### config.mk
export PLATFORM = sky130hd
export DESIGN_NAME = cipher_session_ctrl
export DESIGN_NICKNAME = d
export VERILOG_FILES = /design/src/rtl/cipher_ctrl_pkg.sv /design/src/rtl/cipher_out_stage.sv /design/src/rtl/cipher_session_ctrl.sv
export SDC_FILE = /design/constraint.sdc
export NUM_CORES = 1
export LEC_CHECK = 0
export ABC_AREA = 1
export CORE_ASPECT_RATIO = 1.75
export CORE_MARGIN = 5
export CORE_UTILIZATION = 44
export DETAILED_ROUTE_END_ITERATION = 16
export PLACE_DENSITY = 0.89
export SETUP_SLACK_MARGIN = 0.05
export SYNTH_ARGS = -nofsm -noshare
export SYNTH_HDL_FRONTEND = slang
export SYNTH_SLANG_ARGS = --single-unit
### constraint.sdc
create_clock -name clk -period 1.8 [get_ports clk]
set_input_delay 0.27 -clock clk [delete_from_list [all_inputs] [get_ports clk]]
set_output_delay 0.27 -clock clk [all_outputs]
set_load 0.02 [all_outputs]
### src/rtl/cipher_ctrl_pkg.sv
`default_nettype none
// ============================================================================
// Module      : cipher_ctrl_pkg
// Description : Shared types and constants for the cipher session controller:
//               session FSM state encoding, byte width and default key/IV
//               values used by benches.
// Revision    : 1.0 - initial release
// ============================================================================
package cipher_ctrl_pkg;

    localparam int BYTE_W = 8;

    typedef enum logic [2:0] {
        S_IDLE  = 3'd0,
        S_LOAD  = 3'd1,
        S_WARM  = 3'd2,
        S_RUN   = 3'd3,
        S_DRAIN = 3'd4
    } state_t;

    localparam logic [BYTE_W-1:0] DEFAULT_KEY1 = 8'hAA;
    localparam logic [BYTE_W-1:0] DEFAULT_KEY2 = 8'hCC;
    localparam logic [BYTE_W-1:0] DEFAULT_KEY3 = 8'hF0;
    localparam logic [BYTE_W-1:0] DEFAULT_IV1  = 8'h0F;
    localparam logic [BYTE_W-1:0] DEFAULT_IV2  = 8'h33;
    localparam logic [BYTE_W-1:0] DEFAULT_IV3  = 8'h55;

endpackage
`default_nettype wire

### src/rtl/cipher_out_stage.sv
`default_nettype none
// ============================================================================
// Module      : cipher_out_stage
// Description : One-entry valid/ready output register. Accepts a data byte
//               when enabled and empty (or draining this cycle) and stores it
//               XORed with the current keystream byte.
// Ports       : clk, rst            - clock, synchronous active-high reset
//               enable              - FSM allows new input (RUN state)
//               in_valid/in_data    - upstream byte
//               ks_byte             - keystream byte paired with the input
//               in_ready, fire      - acceptance and accept-this-cycle
//               out_valid/out_ready/out_data - downstream handshake
// Revision    : 1.0 - initial release
// ============================================================================
module cipher_out_stage
    import cipher_ctrl_pkg::*;
(
    input  logic              clk,
    input  logic              rst,
    input  logic              enable,
    input  logic              in_valid,
    input  logic [BYTE_W-1:0] in_data,
    input  logic [BYTE_W-1:0] ks_byte,
    input  logic              out_ready,
    output logic              in_ready,
    output logic              fire,
    output logic              out_valid,
    output logic [BYTE_W-1:0] out_data
);

    logic              r_valid;
    logic [BYTE_W-1:0] r_data;

    // The register can take a new byte in the same cycle the held one leaves.
    always_comb begin
        in_ready = enable && (!r_valid || out_ready);
        fire     = in_valid && in_ready;
    end

    always_ff @(posedge clk) begin
        if (rst) begin
            r_valid <= 1'b0;
            r_data  <= '0;
        end else if (fire) begin
            r_valid <= 1'b1;
            r_data  <= in_data ^ ks_byte;
        end else if (out_ready) begin
            r_valid <= 1'b0;
        end
    end

    assign out_valid = r_valid;
    assign out_data  = r_data;

endmodule
`default_nettype wire

### src/rtl/cipher_session_ctrl.sv
`default_nettype none
// ============================================================================
// Module      : cipher_session_ctrl
// Description : Session controller for the three-LFSR keyed-IV stream cipher
//               core. Latches key/IV/length on start, pulses core_load,
//               discards WARMUP keystream bytes, then streams length bytes
//               through a valid/ready path XORed with the keystream.
// Ports       : clk, rst                 - clock, sync active-high reset
//               start, key1..3, iv1..3, length - session request
//               busy, done               - session status
//               core_load, core_key*, core_iv*, core_step, ks_byte - core IF
//               in_valid/in_ready/in_data    - input byte stream
//               out_valid/out_ready/out_data - output byte stream
// Revision    : 1.0 - initial release
// ============================================================================
module cipher_session_ctrl
    import cipher_ctrl_pkg::*;
#(
    parameter int unsigned WARMUP = 8,
    parameter int unsigned LEN_W  = 16
) (
    input  logic              clk,
    input  logic              rst,
    input  logic              start,
    input  logic [BYTE_W-1:0] key1,
    input  logic [BYTE_W-1:0] key2,
    input  logic [BYTE_W-1:0] key3,
    input  logic [BYTE_W-1:0] iv1,
    input  logic [BYTE_W-1:0] iv2,
    input  logic [BYTE_W-1:0] iv3,
    input  logic [LEN_W-1:0]  length,
    output logic              busy,
    output logic              done,
    output logic              core_load,
    output logic [BYTE_W-1:0] core_key1,
    output logic [BYTE_W-1:0] core_key2,
    output logic [BYTE_W-1:0] core_key3,
    output logic [BYTE_W-1:0] core_iv1,
    output logic [BYTE_W-1:0] core_iv2,
    output logic [BYTE_W-1:0] core_iv3,
    output logic              core_step,
    input  logic [BYTE_W-1:0] ks_byte,
    input  logic              in_valid,
    output logic              in_ready,
    input  logic [BYTE_W-1:0] in_data,
    output logic              out_valid,
    input  logic              out_ready,
    output logic [BYTE_W-1:0] out_data
);

    localparam logic [7:0] c_warmup = 8'(WARMUP);

    state_t            r_state;
    state_t            w_next;
    logic              r_done;
    logic [7:0]        r_warm_cnt;
    logic [LEN_W-1:0]  r_remain;
    logic [BYTE_W-1:0] r_key1, r_key2, r_key3, r_iv1, r_iv2, r_iv3;
    logic              w_run;
    logic              w_fire;
    logic              w_step;

    cipher_out_stage u_out_stage (
        .clk       (clk),
        .rst       (rst),
        .enable    (w_run),
        .in_valid  (in_valid),
        .in_data   (in_data),
        .ks_byte   (ks_byte),
        .out_ready (out_ready),
        .in_ready  (in_ready),
        .fire      (w_fire),
        .out_valid (out_valid),
        .out_data  (out_data)
    );

    always_comb begin
        w_next = r_state;
        w_run  = 1'b0;
        w_step = 1'b0;
        case (r_state)
            S_IDLE: begin
                if (start && (length != '0)) w_next = S_LOAD;
            end
            S_LOAD: begin
                w_next = (WARMUP == 0) ? S_RUN : S_WARM;
            end
            S_WARM: begin
                w_step = 1'b1;
                if (r_warm_cnt == 8'd1) w_next = S_RUN;
            end
            S_RUN: begin
                w_run  = 1'b1;
                // Each accepted byte consumes exactly one keystream step.
                w_step = w_fire;
                if (w_fire && (r_remain == LEN_W'(1))) w_next = S_DRAIN;
            end
            S_DRAIN: begin
                if (out_valid && out_ready) w_next = S_IDLE;
            end
            default: w_next = S_IDLE;
        endcase
    end

    always_ff @(posedge clk) begin
        if (rst) begin
            r_state    <= S_IDLE;
            r_done     <= 1'b0;
            r_warm_cnt <= '0;
            r_remain   <= '0;
            r_key1     <= '0;
            r_key2     <= '0;
            r_key3     <= '0;
            r_iv1      <= '0;
            r_iv2      <= '0;
            r_iv3      <= '0;
        end else begin
            r_state <= w_next;
            r_done  <= 1'b0;
            case (r_state)
                S_IDLE: begin
                    if (start) begin
                        if (length == '0) begin
                            // Empty session completes without touching the core.
                            r_done <= 1'b1;
                        end else begin
                            r_key1   <= key1;
                            r_key2   <= key2;
                            r_key3   <= key3;
                            r_iv1    <= iv1;
                            r_iv2    <= iv2;
                            r_iv3    <= iv3;
                            r_remain <= length;
                        end
                    end
                end
                S_LOAD:  r_warm_cnt <= c_warmup;
                S_WARM:  r_warm_cnt <= r_warm_cnt - 8'd1;
                S_RUN: begin
                    if (w_fire) r_remain <= r_remain - LEN_W'(1);
                end
                S_DRAIN: begin
                    if (out_valid && out_ready) r_done <= 1'b1;
                end
                default: ;
            endcase
        end
    end

    assign busy      = (r_state != S_IDLE);
    assign done      = r_done;
    assign core_load = (r_state == S_LOAD);
    assign core_step = w_step;
    assign core_key1 = r_key1;
    assign core_key2 = r_key2;
    assign core_key3 = r_key3;
    assign core_iv1  = r_iv1;
    assign core_iv2  = r_iv2;
    assign core_iv3  = r_iv3;

endmodule
`default_nettype wire
After elaboration in Yosys (flattened, before gate mapping):

Cells that the tools add are included.

* bits in registers: 85
* bits of input ports: 85

* $add $sub $neg: 2
* equal/unequal tests: 13
* mux-type cells: 18
* bitwise operators: 2
* reductions and logical operators: 17

Operators with widths (count)
* $mux W16: 3
* $pmux W16 S2: 1
* $eq A16 B1 Y1 const B: 1
* $logic_not A16 Y1: 1
* $pmux W8 S2: 1
* $reduce_bool A16 Y1: 1
* $sub A16 B1 Y16 const B: 1
* $pmux W3 S5: 1
* $ne A2 B2 Y1 const B: 7
* $mux W3: 4
* $eq A8 B1 Y1 const B: 1
* $reduce_and A4 Y1: 2
* $sub A8 B1 Y8 const B: 1
* $xor A8 B8 Y8: 1
* $eq A3 B2 Y1 const B: 2
* $mux W1: 6
* $reduce_bool A2 Y1: 3
* $logic_and A1 B1 Y1: 5
* $pmux W1 S2: 2
* $eq A3 B1 Y1 const B: 1
* $eq A3 B3 Y1 const B: 1
* $logic_not A3 Y1: 1
* $reduce_and A3 Y1: 1
* $reduce_bool A3 Y1: 1
* 3 further kinds: 3

Logic depth before layout (Yosys ltp):

Gate-level depths: netlist (run 1).

* depth after elaboration: 7
* depth in mapped cells: 11
* gate-level depth less buffers: 10

Modules after synthesis:

Synthesis (run 1) repeated with hierarchy kept, for this count alone.

* cells, all modules: 580
* area, all modules: 3993.8 µm²

Modules (own cells, without submodules)
* cipher_session_ctrl: instances 1, cells each 513, area an instance 3525.9 µm², seq. area each 1521.5 µm²
* cipher_out_stage: instances 1, cells each 67, area an instance 467.9 µm², seq. area each 180.2 µm²

Least setup slack after synthesis (run 1):

No wires, ideal clock.

* kind: register -> register
* start point: register u_out_stage.r_valid, in the netlist u_out_stage.out_valid
* end point: register r_remain[9]
* data arrival time: 1.281 ns
* required time: 1.683 ns
* path slack: 0.402 ns
* cell stages (with the launch flop): 9
* path buffers: 1
* path through: dfxtp_1 > inv_1 > nor2_1 > nor2_4 > nand2_4 > nand2_4 > buf_6 > o21ai_0 > nor2_1

* cells in the longest elaborated chain, start to end: 6

Ends and longest elaborated chain
* from (decl): RTL line cipher_out_stage.sv:31 `logic r_valid;`
* from (signal assigned): RTL line cipher_out_stage.sv:42 `r_valid <= 1'b0;`
* from (signal assigned): RTL line cipher_out_stage.sv:45 `r_valid <= 1'b1;`
* from (signal assigned): RTL line cipher_out_stage.sv:48 `r_valid <= 1'b0;`
* $logic_not A1 Y1: RTL line cipher_out_stage.sv:36 `in_ready = enable && (!r_valid || out_ready);`
* $logic_or A1 B1 Y1: RTL line cipher_out_stage.sv:36
* $logic_and A1 B1 Y1: RTL line cipher_out_stage.sv:36
* net in_ready: RTL line cipher_session_ctrl.sv:44 `output logic in_ready,`
* $logic_and A1 B1 Y1: RTL line cipher_out_stage.sv:37 `fire = in_valid && in_ready;`
* $ne A2 B2 Y1 (no source line)
* $reduce_and A4 Y1 (no source line)
* to (signal assigned): RTL line cipher_session_ctrl.sv:133 `r_remain <= length;`
* to (signal assigned): RTL line cipher_session_ctrl.sv:140 `if (w_fire) r_remain <= r_remain - LEN_W'(1);`
* to (decl): RTL line cipher_session_ctrl.sv:57 `logic [LEN_W-1:0] r_remain;`

The timed path passes the listed nets, and every way through them passes these cells.
A chain may end at the register's enable or synchronous reset.

Worst setup path after layout (run 1):

* start point: register r_state[2]
* end point: output port in_ready

* cells in the longest elaborated chain, start to end: 3

Ends and longest elaborated chain
* from (decl): RTL line cipher_session_ctrl.sv:53 `state_t r_state;`
* from (signal assigned): RTL line cipher_session_ctrl.sv:118 `r_state <= w_next;`
* $eq A3 B2 Y1: RTL line cipher_session_ctrl.sv:81 `case (r_state)`
* $mux W1: RTL line cipher_session_ctrl.sv:81
* $logic_and A1 B1 Y1: RTL line cipher_out_stage.sv:36
* to (decl): RTL line cipher_session_ctrl.sv:44

No other way between the ends.

==> run_results.csv, run 1 <==
group,metric,value,unit
outcome,outcome,"completed",
cells_and_area,fillCellCount,739,
cells_and_area,area_delta_synth_final,49.8,%
sta,max_slew.worst_pin.slew,0.400,ns
worst_hold_path,worstHoldPathType,"register to register",
cells_and_area,final_area,0.00588,sq mm
placed_design,place.port_buffers,146,
sta,fin_crit,1.64,ns
power,leakage_power,2.41,nW
clock_tree,cts.path.max_buffers,2,
power,p_per_area,1400,mW/mm^2
drt,drt_wl_total,12.1,mm
floorplanning,num_io_pins,147,
sta,final_report_setup_violation_count,0,
grt,number_of_antenna_violations_at_the_first_check_in_global_routing,0,
grt,global_route.usage.total,22.3,%
synthesis,synth-seq-area-share,43.4,%
grt,vias_in_the_first_global_route,4156,
critical_path,setup.worst_path.start,"r_state[2]",
power,seqPwrFrac,33.3,%
cells_and_area,sequential_cell_area,0.00170,sq mm
synthesis,synth_instances,548,
synthesis,async_flop_share,0,%
clock_tree,clk-insertion-delay-late,0.35,ns
drt,drt_iter0_markers,361,
cells_and_area,final_common_cell,"sky130_fd_sc_hd__nor2_1",
cells_and_area,final_util,67.4,%
drt,vias,4287,
clock_tree,tritoncts,"built",
synthesis,synth_ff_type,"sky130_fd_sc_hd__dfxtp_1",
drt,dr.max_layer_used,"met4",
clock_tree,cts_hold_repair.buffers,0,
power,net-switching-power,3.34,mW
sta,finalMaxSlewViolations,0,
critical_path,reg2reg_from,"r_state[2]",
synthesis,synth_top_area_share,43.4,%
sta,timing.final.crit_share,91.1,%
synthesis,postSynthRegisterBits,85,
power,ir_drop,0.000925,V
critical_path,cp_max_fo,4,
power,internal_power,4.90,mW
critical_path,cell_by_cell_listing_of_the_critical_path,"inv_2 > nand3_2 > nor2_4 > clkdlybuf4s15_1",
sta,final.setup_skew,0.00767,ns
synthesis,yosysWarningCount,0,
drt,route.layer.met1.wl,4.39,mm
floorplanning,floorplan.die.width,81.4,um
critical_path,setup.reg_to_reg.worst_slack,0.18,ns
sta,fmax,610,MHz
sta,rsz0062_at_grt,"no",
sta,endpoints_failing_hold,0,
grt,grt_max_degree,74,
floorplanning,fp-row-count,45,
placed_design,detailedPlacementHpwl,9.05,mm
critical_path,setup.worst_path.start_class,"register",
clock_tree,numCtsBuffers,9,
synthesis,post_synth_num_cell_types,36,
drt,routed_via_density,5.18,
critical_path,end_kind,"output pin",
synthesis,synth_edf_count,0,
power,power.clock.fraction,21.5,%
synthesis,synthesis.area_per_instance,7.16,sq um
power,switching_share,40.5,%
drt,drc,0,
drt,drt-wirelength-per-cell,14.7,um
clock_tree,clk_pin_slew_worst_paths,0.07,ns
power,comb_power_share,45.2,%
placed_design,postPlaceCellArea,0.00560,sq mm
floorplanning,initial_core_utilization,45.0,%
critical_path,cp.required,1.53,ns
job,max_cap_violations,0,
worst_hold_path,min_from,"r_warm_cnt[2]",
critical_path,worstPathArrival,1.37,ns
sta,max-slew-margin-rel,73.1,%
floorplanning,die_area,0.0110,sq mm
clock_tree,cts.htree.levels,3,
floorplanning,core_area,0.00873,sq mm
drt,detailroute.wirelength.met3,805,um
cells_and_area,final_layout_size_suffix_gt1_share,8.87,%
synthesis,yosys.area.top_type,"sky130_fd_sc_hd__dfxtp_1",
synthesis,syn-num-nets,637,
floorplanning,die_height,135,um
drt,met2RoutedLength,6.53,mm
clock_tree,clock-sinks,85,
cells_and_area,antenna-diode-count,0,
drt,detail_route.first_pass.iterations,6,
placed_design,routability_congestion_estimate,0.907,
cells_and_area,nets,794,
clock_tree,cts_root_buffer,"sky130_fd_sc_hd__clkbuf_16",
grt,grt_first_pass_wirelength,19.1,mm
synthesis,synthesis.area,0.00392,sq mm
critical_path,worst_path_max_delay_cell,"sky130_fd_sc_hd__dfxtp_1",
grt,gr-total-overflow,0,
critical_path,path_class,"register to output pin",
synthesis,top_area_cells_in_the_synthesized_netlist,"sky130_fd_sc_hd__dfxtp_1 43%, sky130_fd_sc_hd__nor2_1 15%, sky130_fd_sc_hd__o21ai_0 9.3%",
critical_path,cpPeakStageDelay,0.35,ns
cells_and_area,commonest_cells_after_routing_fill_and_taps_aside,"157 x sky130_fd_sc_hd__nor2_1, 142 x sky130_fd_sc_hd__clkdlybuf4s50_1, 85 x sky130_fd_sc_hd__dfxtp_1, 73 x sky130_fd_sc_hd__o21ai_0, 63 x sky130_fd_sc_hd__nand2_1",
drt,antenna_left,0,
cells_and_area,multi_input_gate_area_in_the_final_layout,0.00192,sq mm
-- Yosys cell counts (2+ instances only) --
cell and number:
sky130_fd_sc_hd__a211oi_1 3, sky130_fd_sc_hd__a21oi_1 29, sky130_fd_sc_hd__a21oi_2 2, sky130_fd_sc_hd__buf_2 4, sky130_fd_sc_hd__buf_6 10, sky130_fd_sc_hd__clkbuf_1 9
sky130_fd_sc_hd__dfxtp_1 85, sky130_fd_sc_hd__ha_1 4, sky130_fd_sc_hd__inv_1 30, sky130_fd_sc_hd__inv_2 5, sky130_fd_sc_hd__mux2i_1 2, sky130_fd_sc_hd__nand2_1 63
sky130_fd_sc_hd__nand2_4 3, sky130_fd_sc_hd__nand3_1 21, sky130_fd_sc_hd__nand3_2 3, sky130_fd_sc_hd__nand3b_1 2, sky130_fd_sc_hd__nand4_1 3, sky130_fd_sc_hd__nor2_1 158
sky130_fd_sc_hd__nor2_4 2, sky130_fd_sc_hd__nor3_1 5, sky130_fd_sc_hd__o21ai_0 73, sky130_fd_sc_hd__o21ai_1 8, sky130_fd_sc_hd__or2_2 2, sky130_fd_sc_hd__xnor2_1 10
-- logic make-up (layout without fill, tap and decap cells) --
kind of cell,after synthesis,in the layout,share of synthesized area [%]
buffers and inverters,60,222,7.78
DFF,85,85,43.4
AOI/OAI and AO/OA,121,121,16.3
and+or+nand+nor,265,265,28.3
muxes,2,2,0.510
adders and majority gates,4,4,1.28
xor gates and xnor gates,11,11,2.46
-- final cells by class --
class / count / share of cell area, %
well taps: 117 / 2.49
repair buffers: 170 / 28.9
clock buffers: 9 / 3.83
clock inverters: 7 / 0.936
flip-flops and latches: 85 / 28.9
inverters: 36 / 2.30
multi-input cells: 403 / 32.6
-- power groups by stage --
stage | combinational [mW] | clock (mW) | sequential, mW
detailed placement | 3.72 | 0 | 2.77
floorplan | 1.96 | 0 | 3.08
global placement | 3.60 | 0 | 2.74
global route | 4.09 | 1.89 | 2.81
finish | 3.73 | 1.77 | 2.75
CTS | 3.73 | 1.80 | 2.74
-- state kept, by name, summed over array words and instances (netlist names) --
signal / cells
core_key1: 8
done: 1
core_iv3: 8
u_out_stage.out_valid: 1
core_key3: 8
core_key2: 8
u_out_stage.out_data: 8
r_state: 3
r_warm_cnt: 8
r_remain: 16
core_iv1: 8
core_iv2: 8
-- through the flow --
stage                     worst slack, ns  std cells  total power [mW]  setup TNS (ns)  hold WS (ns)
after global placement             -0.134        811              6.33           -1.01         0.440
after floorplan                     0.402        548              5.05               0         0.348
after CTS                          0.0193        827              8.27               0         0.468
after global routing               0.0510        827              8.80               0         0.496
final                               0.161        827              8.24               0         0.468
after detailed placement           -0.161        811              6.50           -5.67         0.457
-- worst max-delay path: cells and delay by family (launching register included) --
kind                   cells  cell delay (ns)
buffers and inverters      2             0.43
and+or+nand+nor            2             0.25
DFF                        1             0.35
-- routing by layer --
| layer | vias to the layer above | global-route usage [%] |
|---|---|---|
| li1 | 2096 | - |
| met1 | 1974 | 23.8 |
| met5 | - | 0 |
| met4 | 0 | 11.3 |
| met2 | 178 | 39.8 |
| met3 | 39 | 4.87 |
-- repair_timing --
item                                    4_1_cts  5_1_grt
endpoints found under the setup margin        4        3
gates resized for setup                       4        4
hold endpoints to repair                      0        0
setup buffers                                 0        0
-- final timing paths --
check / to / cells past startpoint
worst min register to register: r_warm_cnt[2] / 1
worst max register to register: r_remain[14] / 7
worst max-delay path: in_ready / 4
worst min-delay path: r_warm_cnt[2] / 1
(Power assumes the default switching activity.)
==> run 2, diff against run 1 <==
--- a/config.mk
+++ b/config.mk
@@ -8,9 +8,9 @@
 export ABC_AREA = 1
 export CORE_ASPECT_RATIO = 1.75
 export CORE_MARGIN = 5
-export CORE_UTILIZATION = 44
+export CORE_UTILIZATION = 40
 export DETAILED_ROUTE_END_ITERATION = 16
-export PLACE_DENSITY = 0.89
+export PLACE_DENSITY = 0.85
 export SETUP_SLACK_MARGIN = 0.05
 export SYNTH_ARGS = -nofsm -noshare
 export SYNTH_HDL_FRONTEND = slang
==> constraint.sdc (replaced) <==
create_clock -name clk -period 1.5 [get_ports clk]
set_input_delay 0.225 -clock clk [delete_from_list [all_inputs] [get_ports clk]]
set_output_delay 0.225 -clock clk [all_outputs]
set_load 0.02 [all_outputs]
==> run 2 against run 1 <==
The run now ends with negative setup slack left. Critical path type is now register to register. First-iteration DRC count is 0.83% higher. Sequential power is 26% higher. Routed wire length is 31% higher. Power is 45% higher. Die area is 9.0% higher. Critical endpoint is now core_key3[7]. Core utilization is 3.8 points higher. Sequential share of layout area is 4.2 points lower.
==> run_results.csv, run 2 (synthesis results as in run 1) <==
group,metric,value,unit
outcome,outcome,"complete, but fails checks",
outcome,violated_checks,"negative setup slack",
floorplanning,num_io_pins,147,
cells_and_area,area_delta_synth_final,76.5,%
clock_tree,cts.htree.levels,3,
floorplanning,floorplan.die.width,84.9,um
drt,drt-wirelength-per-cell,18.0,um
critical_path,worstPathArrival,1.80,ns
drt,detail_route.first_pass.iterations,5,
clock_tree,cts_root_buffer,"sky130_fd_sc_hd__clkbuf_16",
cells_and_area,final_layout_size_suffix_gt1_share,28.5,%
grt,gr-total-overflow,0,
clock_tree,clk-insertion-delay-late,0.35,ns
sta,final.setup_skew,0.0117,ns
critical_path,worst_path_max_delay_cell,"sky130_fd_sc_hd__dfxtp_4",
sta,final_report_setup_violation_count,5,
grt,number_of_antenna_violations_at_the_first_check_in_global_routing,1,
drt,antenna_left,0,
critical_path,cell_by_cell_listing_of_the_critical_path,"nor2_4 > nand2_4 > nor2_4 > nand2_4 > buf_6 > inv_12 > buf_8 > buf_16 > nor2_2 > nor2_1",
power,leakage_power,3.08,nW
critical_path,path_class,"register to register",
placed_design,place.port_buffers,146,
cells_and_area,final_common_cell,"sky130_fd_sc_hd__nor2_1",
power,p_per_area,1730,mW/mm^2
sta,final_worst_path_setup_slack,-0.0137,ns
job,max_cap_violations,0,
cells_and_area,final_area,0.00693,sq mm
floorplanning,die_height,141,um
worst_hold_path,number_of_cells_on_the_worst_hold_path,5,
placed_design,postPlaceCellArea,0.00570,sq mm
sta,endpoints_failing_hold,0,
cells_and_area,layoutNonFillerInstCount,883,
sta,max_slew.worst_pin.slew,0.526,ns
critical_path,cpPeakStageDelay,0.37,ns
placed_design,routability_congestion_estimate,0.896,
floorplanning,die_area,0.0120,sq mm
power,ir_drop,0.00102,V
sta,rsz0062_at_grt,"yes",
drt,drt_wl_total,15.9,mm
worst_hold_path,worstHoldPathType,"primary input to register",
critical_path,worstRegToRegCells,10,
critical_path,cp.required,1.78,ns
sta,max-slew-margin-rel,65.0,%
sta,fin_crit,1.51,ns
clock_tree,clock-sinks,85,
placed_design,detailedPlacementHpwl,9.52,mm
floorplanning,core_area,0.00973,sq mm
drt,routed_via_density,5.32,
cells_and_area,commonest_cells_after_routing_fill_and_taps_aside,"112 x sky130_fd_sc_hd__nor2_1, 81 x sky130_fd_sc_hd__dfxtp_1, 74 x sky130_fd_sc_hd__dlygate4sd2_1, 68 x sky130_fd_sc_hd__clkdlybuf4s50_1, 58 x sky130_fd_sc_hd__nand2_1",
cells_and_area,largest_register_ff_count,16,
critical_path,setup.worst_path.start_class,"register",
grt,grt_max_degree,41,
floorplanning,initial_core_utilization,40.3,%
clock_tree,cts.path.max_buffers,2,
grt,vias_in_the_first_global_route,4545,
floorplanning,fp-row-count,48,
grt,grt_first_pass_wirelength,22.4,mm
grt,global_route.usage.total,23.6,%
drt,vias,4695,
critical_path,end_kind,"register",
clock_tree,numCtsBuffers,9,
cells_and_area,max_flop_register,"r_remain",
cells_and_area,nets,841,
sta,finalMaxSlewViolations,0,
clock_tree,tritoncts,"built",
clock_tree,clk_pin_slew_worst_paths,0.07,ns
placed_design,post-place-ws,-0.444,ns
sta,fmax,661,MHz
critical_path,cp_max_fo,6,
placed_design,post-place-cells,834,
sta,timing.final.crit_share,101,%
drt,drt_iter0_markers,364,
drt,drc,0,
[run 2: worst paths after layout]
check | from | endpoint | slack (ns)
min reg2reg | r_warm_cnt[2] | r_warm_cnt[2] | 0.46
min | length[9] | r_remain[9] | 0.37
max reg2reg | r_state[1] | core_key3[7] | -0.01
max | r_state[1] | core_key3[7] | -0.01
[run 2: metal layers]
layer  wire [um]  vias up  track usage [%]  share of wire (%)
li1            -     2202                -                  -
met1        5540     2204             24.4                 35
met2        8700      227             43.9                 55
met3         908       62             4.50                5.7
met4         733        0             12.3                4.6
met5           0        -                0                  0
[run 2: per-stage QoR]
| stage | hold slack [ns] | setup TNS [ns] | total power [mW] | utilization [%] |
|---|---|---|---|---|
| after floorplan | 0.303 | 0 | 6.05 | - |
| after global placement | 0.444 | -21.53 | 7.80 | 58.6 |
| after detailed placement | 0.452 | -24.73 | 7.96 | 58.6 |
| after CTS | 0.347 | -0.712 | 10.8 | 65.4 |
| after global routing | 0.399 | -1.09 | 12.6 | 71.2 |
| final | 0.372 | -0.0280 | 12.0 | 71.2 |
[run 2: cell type report]
type                    instances  area [sq um]
diodes                          1          2.50
clock buffers                   9           225
clock inverters                 7          81.3
fillers                       700          2800
inverters                      36           165
multi-input cells             403          2410
flip-flops and latches         85          1710
well taps                     125           156
repair buffers                217          2170
[run 2: where the power goes]
| part | internal [mW] | total, mW | switching [mW] |
|---|---|---|---|
| sequential | 2.87 | 3.46 | 0.595 |
| clock | 1.32 | 2.31 | 0.989 |
| combinational | 2.77 | 6.21 | 3.45 |
| total | 6.95 | 12.0 | 5.03 |
[run 2: critical path, delay by kind of cell, from the launching register on]
kind	cells	cell delay [ns]
simple gates	6	0.61
flops	1	0.37
buf+inv	4	0.47
[run 2: repair_timing]
item	CTS	global route
pin swaps	23	48
hold buffers	0	0
gates cloned	6	5
gates resized for setup	159	149
endpoints found under the setup margin	137	80
buffers inserted	16	9
==> run 3, diff against run 2 <==
--- a/config.mk
+++ b/config.mk
@@ -10,7 +10,8 @@
 export CORE_MARGIN = 5
 export CORE_UTILIZATION = 40
 export DETAILED_ROUTE_END_ITERATION = 16
-export PLACE_DENSITY = 0.85
+export MAX_ROUTING_LAYER = met4
+export PLACE_DENSITY = 0.76
 export SETUP_SLACK_MARGIN = 0.05
 export SYNTH_ARGS = -nofsm -noshare
 export SYNTH_HDL_FRONTEND = slang
==> run 3 against run 2 <==
The run still ends with negative setup slack left. Clock skew is 0.0029 ns lower. Routed wire length shrank 4.4%. Sequential power decreased by 2%. Fmax down 4.8%. Power down 3.5%. Critical path depth is 2 higher. Die area unchanged. Cell area fell by 3.8%. Register-to-register slack lost 0.08 ns. Flip-flop and latch count did not move. Via count down 1.6%.
==> run_results.csv, run 3 (synthesis results as in run 1) <==
group,metric,value,unit
floorplanning,floorplan.die.width,84.9,um
critical_path,worstRegToRegCells,12,
floorplanning,num_io_pins,147,
drt,vias,4620,
critical_path,setup.reg_to_reg.worst_slack,-0.09,ns
grt,global_route.usage.total,23.3,%
cells_and_area,area_delta_synth_final,69.9,%
critical_path,reg2reg_from,"r_state[0]",
critical_path,setup.worst_path.start,"r_state[0]",
sta,fin_crit,1.59,ns
cells_and_area,final_layout_size_suffix_gt1_share,24.8,%
grt,grt_first_pass_wirelength,21.7,mm
cells_and_area,commonest_cells_after_routing_fill_and_taps_aside,"114 x sky130_fd_sc_hd__nor2_1, 80 x sky130_fd_sc_hd__dfxtp_1, 73 x sky130_fd_sc_hd__dlygate4sd2_1, 68 x sky130_fd_sc_hd__clkdlybuf4s50_1, 54 x sky130_fd_sc_hd__nand2_1",
outcome,outcome,"complete, but fails checks",
critical_path,critical_path_cell_count,12,
placed_design,routability_congestion_estimate,0.937,
sta,fmax,629,MHz
clock_tree,tritoncts,"built",
critical_path,cp.required,1.77,ns
critical_path,worstSetupEndpoint,"core_iv3[1]",
critical_path,worst_path_max_delay_cell,"sky130_fd_sc_hd__dfxtp_2",
critical_path,path_class,"register to register",
critical_path,cell_by_cell_listing_of_the_critical_path,"buf_6 > nor2_4 > nand2_4 > nor2_4 > nand2_4 > buf_6 > inv_8 > buf_12 > buf_12 > buf_12 > nor2_2 > nor2_1",
critical_path,end_kind,"register",
power,report.power.total,11.6,mW
worst_hold_path,number_of_cells_on_the_worst_hold_path,3,
drt,drt_iter0_markers,383,
grt,gr-total-overflow,0,
cells_and_area,max_flop_register,"r_remain",
clock_tree,clock-sinks,85,
drt,drc,0,
power,p_per_area,1740,mW/mm^2
sta,finalHoldWorstSlack,0.359,ns
outcome,violated_checks,"negative setup slack",
cells_and_area,sequential_cell_area,0.00171,sq mm
sta,final_worst_path_setup_slack,-0.0892,ns
cells_and_area,final_common_cell,"sky130_fd_sc_hd__nor2_1",
job,max_cap_violations,0,
clock_tree,cts.htree.levels,3,
grt,number_of_antenna_violations_at_the_first_check_in_global_routing,0,
sta,fin_setup_tns,-1.40,ns
drt,detail_route.first_pass.iterations,5,
drt,antenna_left,0,
floorplanning,core_area,0.00973,sq mm
placed_design,detailedPlacementHpwl,9.32,mm
placed_design,place.port_buffers,146,
sta,final_report_setup_violation_count,35,
sta,finalMaxSlewViolations,0,
cells_and_area,multi_input_gate_area_in_the_final_layout,0.00225,sq mm
cells_and_area,nets,831,
critical_path,worstPathArrival,1.86,ns
sta,max_slew.worst_pin.slew,0.478,ns
power,ir_drop,0.00109,V
cells_and_area,final_area,0.00667,sq mm
sta,timing.final.crit_share,106,%
critical_path,cpPeakStageDelay,0.33,ns
sta,final.setup_skew,0.00877,ns
clock_tree,cts.path.max_buffers,2,
placed_design,postPlaceCellArea,0.00572,sq mm
clock_tree,cts_root_buffer,"sky130_fd_sc_hd__clkbuf_16",
critical_path,buffer_and_inverter_count_on_the_worst_path,6,
cells_and_area,fillCellCount,777,
floorplanning,die_area,0.0120,sq mm
power,leakage_power,2.99,nW
clock_tree,clk-insertion-delay-late,0.34,ns
grt,grt_max_degree,49,
clock_tree,clk_pin_slew_worst_paths,0.07,ns
clock_tree,numCtsBuffers,9,
cells_and_area,antenna-diode-count,0,
sta,max-slew-margin-rel,67.9,%
critical_path,cp_max_fo,6,
clock_tree,cts_hold_repair.buffers,0,
cells_and_area,largest_register_ff_count,16,
sta,endpoints_failing_hold,0,
cells_and_area,final_util,68.5,%
worst_hold_path,worstHoldPathType,"primary input to register",
drt,routed_via_density,5.30,
critical_path,critical_path_s_top_delay_family,"buffers and inverters",
critical_path,critical-path-top-cell-by-count,"sky130_fd_sc_hd__buf_12",
floorplanning,die_height,141,um
floorplanning,fp-row-count,48,
drt,drt-wirelength-per-cell,17.4,um
drt,drt_wl_total,15.2,mm
grt,vias_in_the_first_global_route,4598,
critical_path,setup.worst_path.start_class,"register",
critical_path,regToRegEndpoint,"core_iv3[1]",
floorplanning,initial_core_utilization,40.3,%
sta,rsz0062_at_grt,"yes",
run 3: cell count changes in the layout (fill, tap and decap cells not counted), moves of 3 or more:
cell | before | now
sky130_fd_sc_hd__o21ai_1 | 24 | 33
sky130_fd_sc_hd__buf_12 | 7 | 13
sky130_fd_sc_hd__nor2_4 | 28 | 9
sky130_fd_sc_hd__o21ai_2 | 28 | 9
sky130_fd_sc_hd__o21ai_0 | 28 | 40
sky130_fd_sc_hd__nor2_2 | 21 | 38
sky130_fd_sc_hd__nand2_1 | 58 | 54
sky130_fd_sc_hd__buf_4 | 49 | 39
sky130_fd_sc_hd__clkbuf_16 | 13 | 10
run 3: final cells by class:
class	count	area share, %
Tap cell	125	2.35
Sequential cell	85	25.7
Timing Repair Buffer	207	31.6
Multi-Input combinational cell	403	33.7
Inverter	36	2.33
Clock inverter	6	0.807
Clock buffer	10	3.59
run 3: worst min-delay path by stage:
stage / startpoint / slack, ns / endpoint
floorplan: rst / 0.30 / r_warm_cnt[3]
global placement: r_warm_cnt[2] / 0.45 / r_warm_cnt[2]
detailed placement: r_warm_cnt[2] / 0.46 / r_warm_cnt[2]
CTS: length[6] / 0.34 / r_remain[6]
global route: length[6] / 0.39 / r_remain[6]
finish: length[6] / 0.36 / r_remain[6]
run 3: repair_timing:
| action | CTS | global route |
|---|---|---|
| pin swaps | 45 | 31 |
| resized for setup | 178 | 73 |
| gates cloned | 6 | 2 |
| setup buffers | 16 | 4 |
| endpoints found under the setup margin | 130 | 73 |
run 3: routing by layer:
layer / track usage [%] / wire, um
met4: 16.9 / 912
met3: 4.50 / 786
met2: 41.8 / 8360
met1: 21.6 / 5120
met5: - / 0
run 3: report_power, final:
group	switching [mW]	leakage (nW)	internal [mW]
registers	0.516	0.702	2.87
logic	3.36	2.14	2.65
clock network	0.972	0.142	1.20
total	4.85	2.99	6.72
run 3: stage by stage:
step	setup slack (ns)	cells
finish	-0.0892	872
global route	-0.124	872
CTS	-0.0322	869
detailed placement	-0.401	831
global placement	-0.367	831
floorplan	0.102	548
run 3: worst min-delay path, cell delays in order:
cell                            delay, ns
sky130_fd_sc_hd__dlygate4sd2_1       0.21
sky130_fd_sc_hd__o21ai_0             0.09
sky130_fd_sc_hd__a21oi_1             0.13
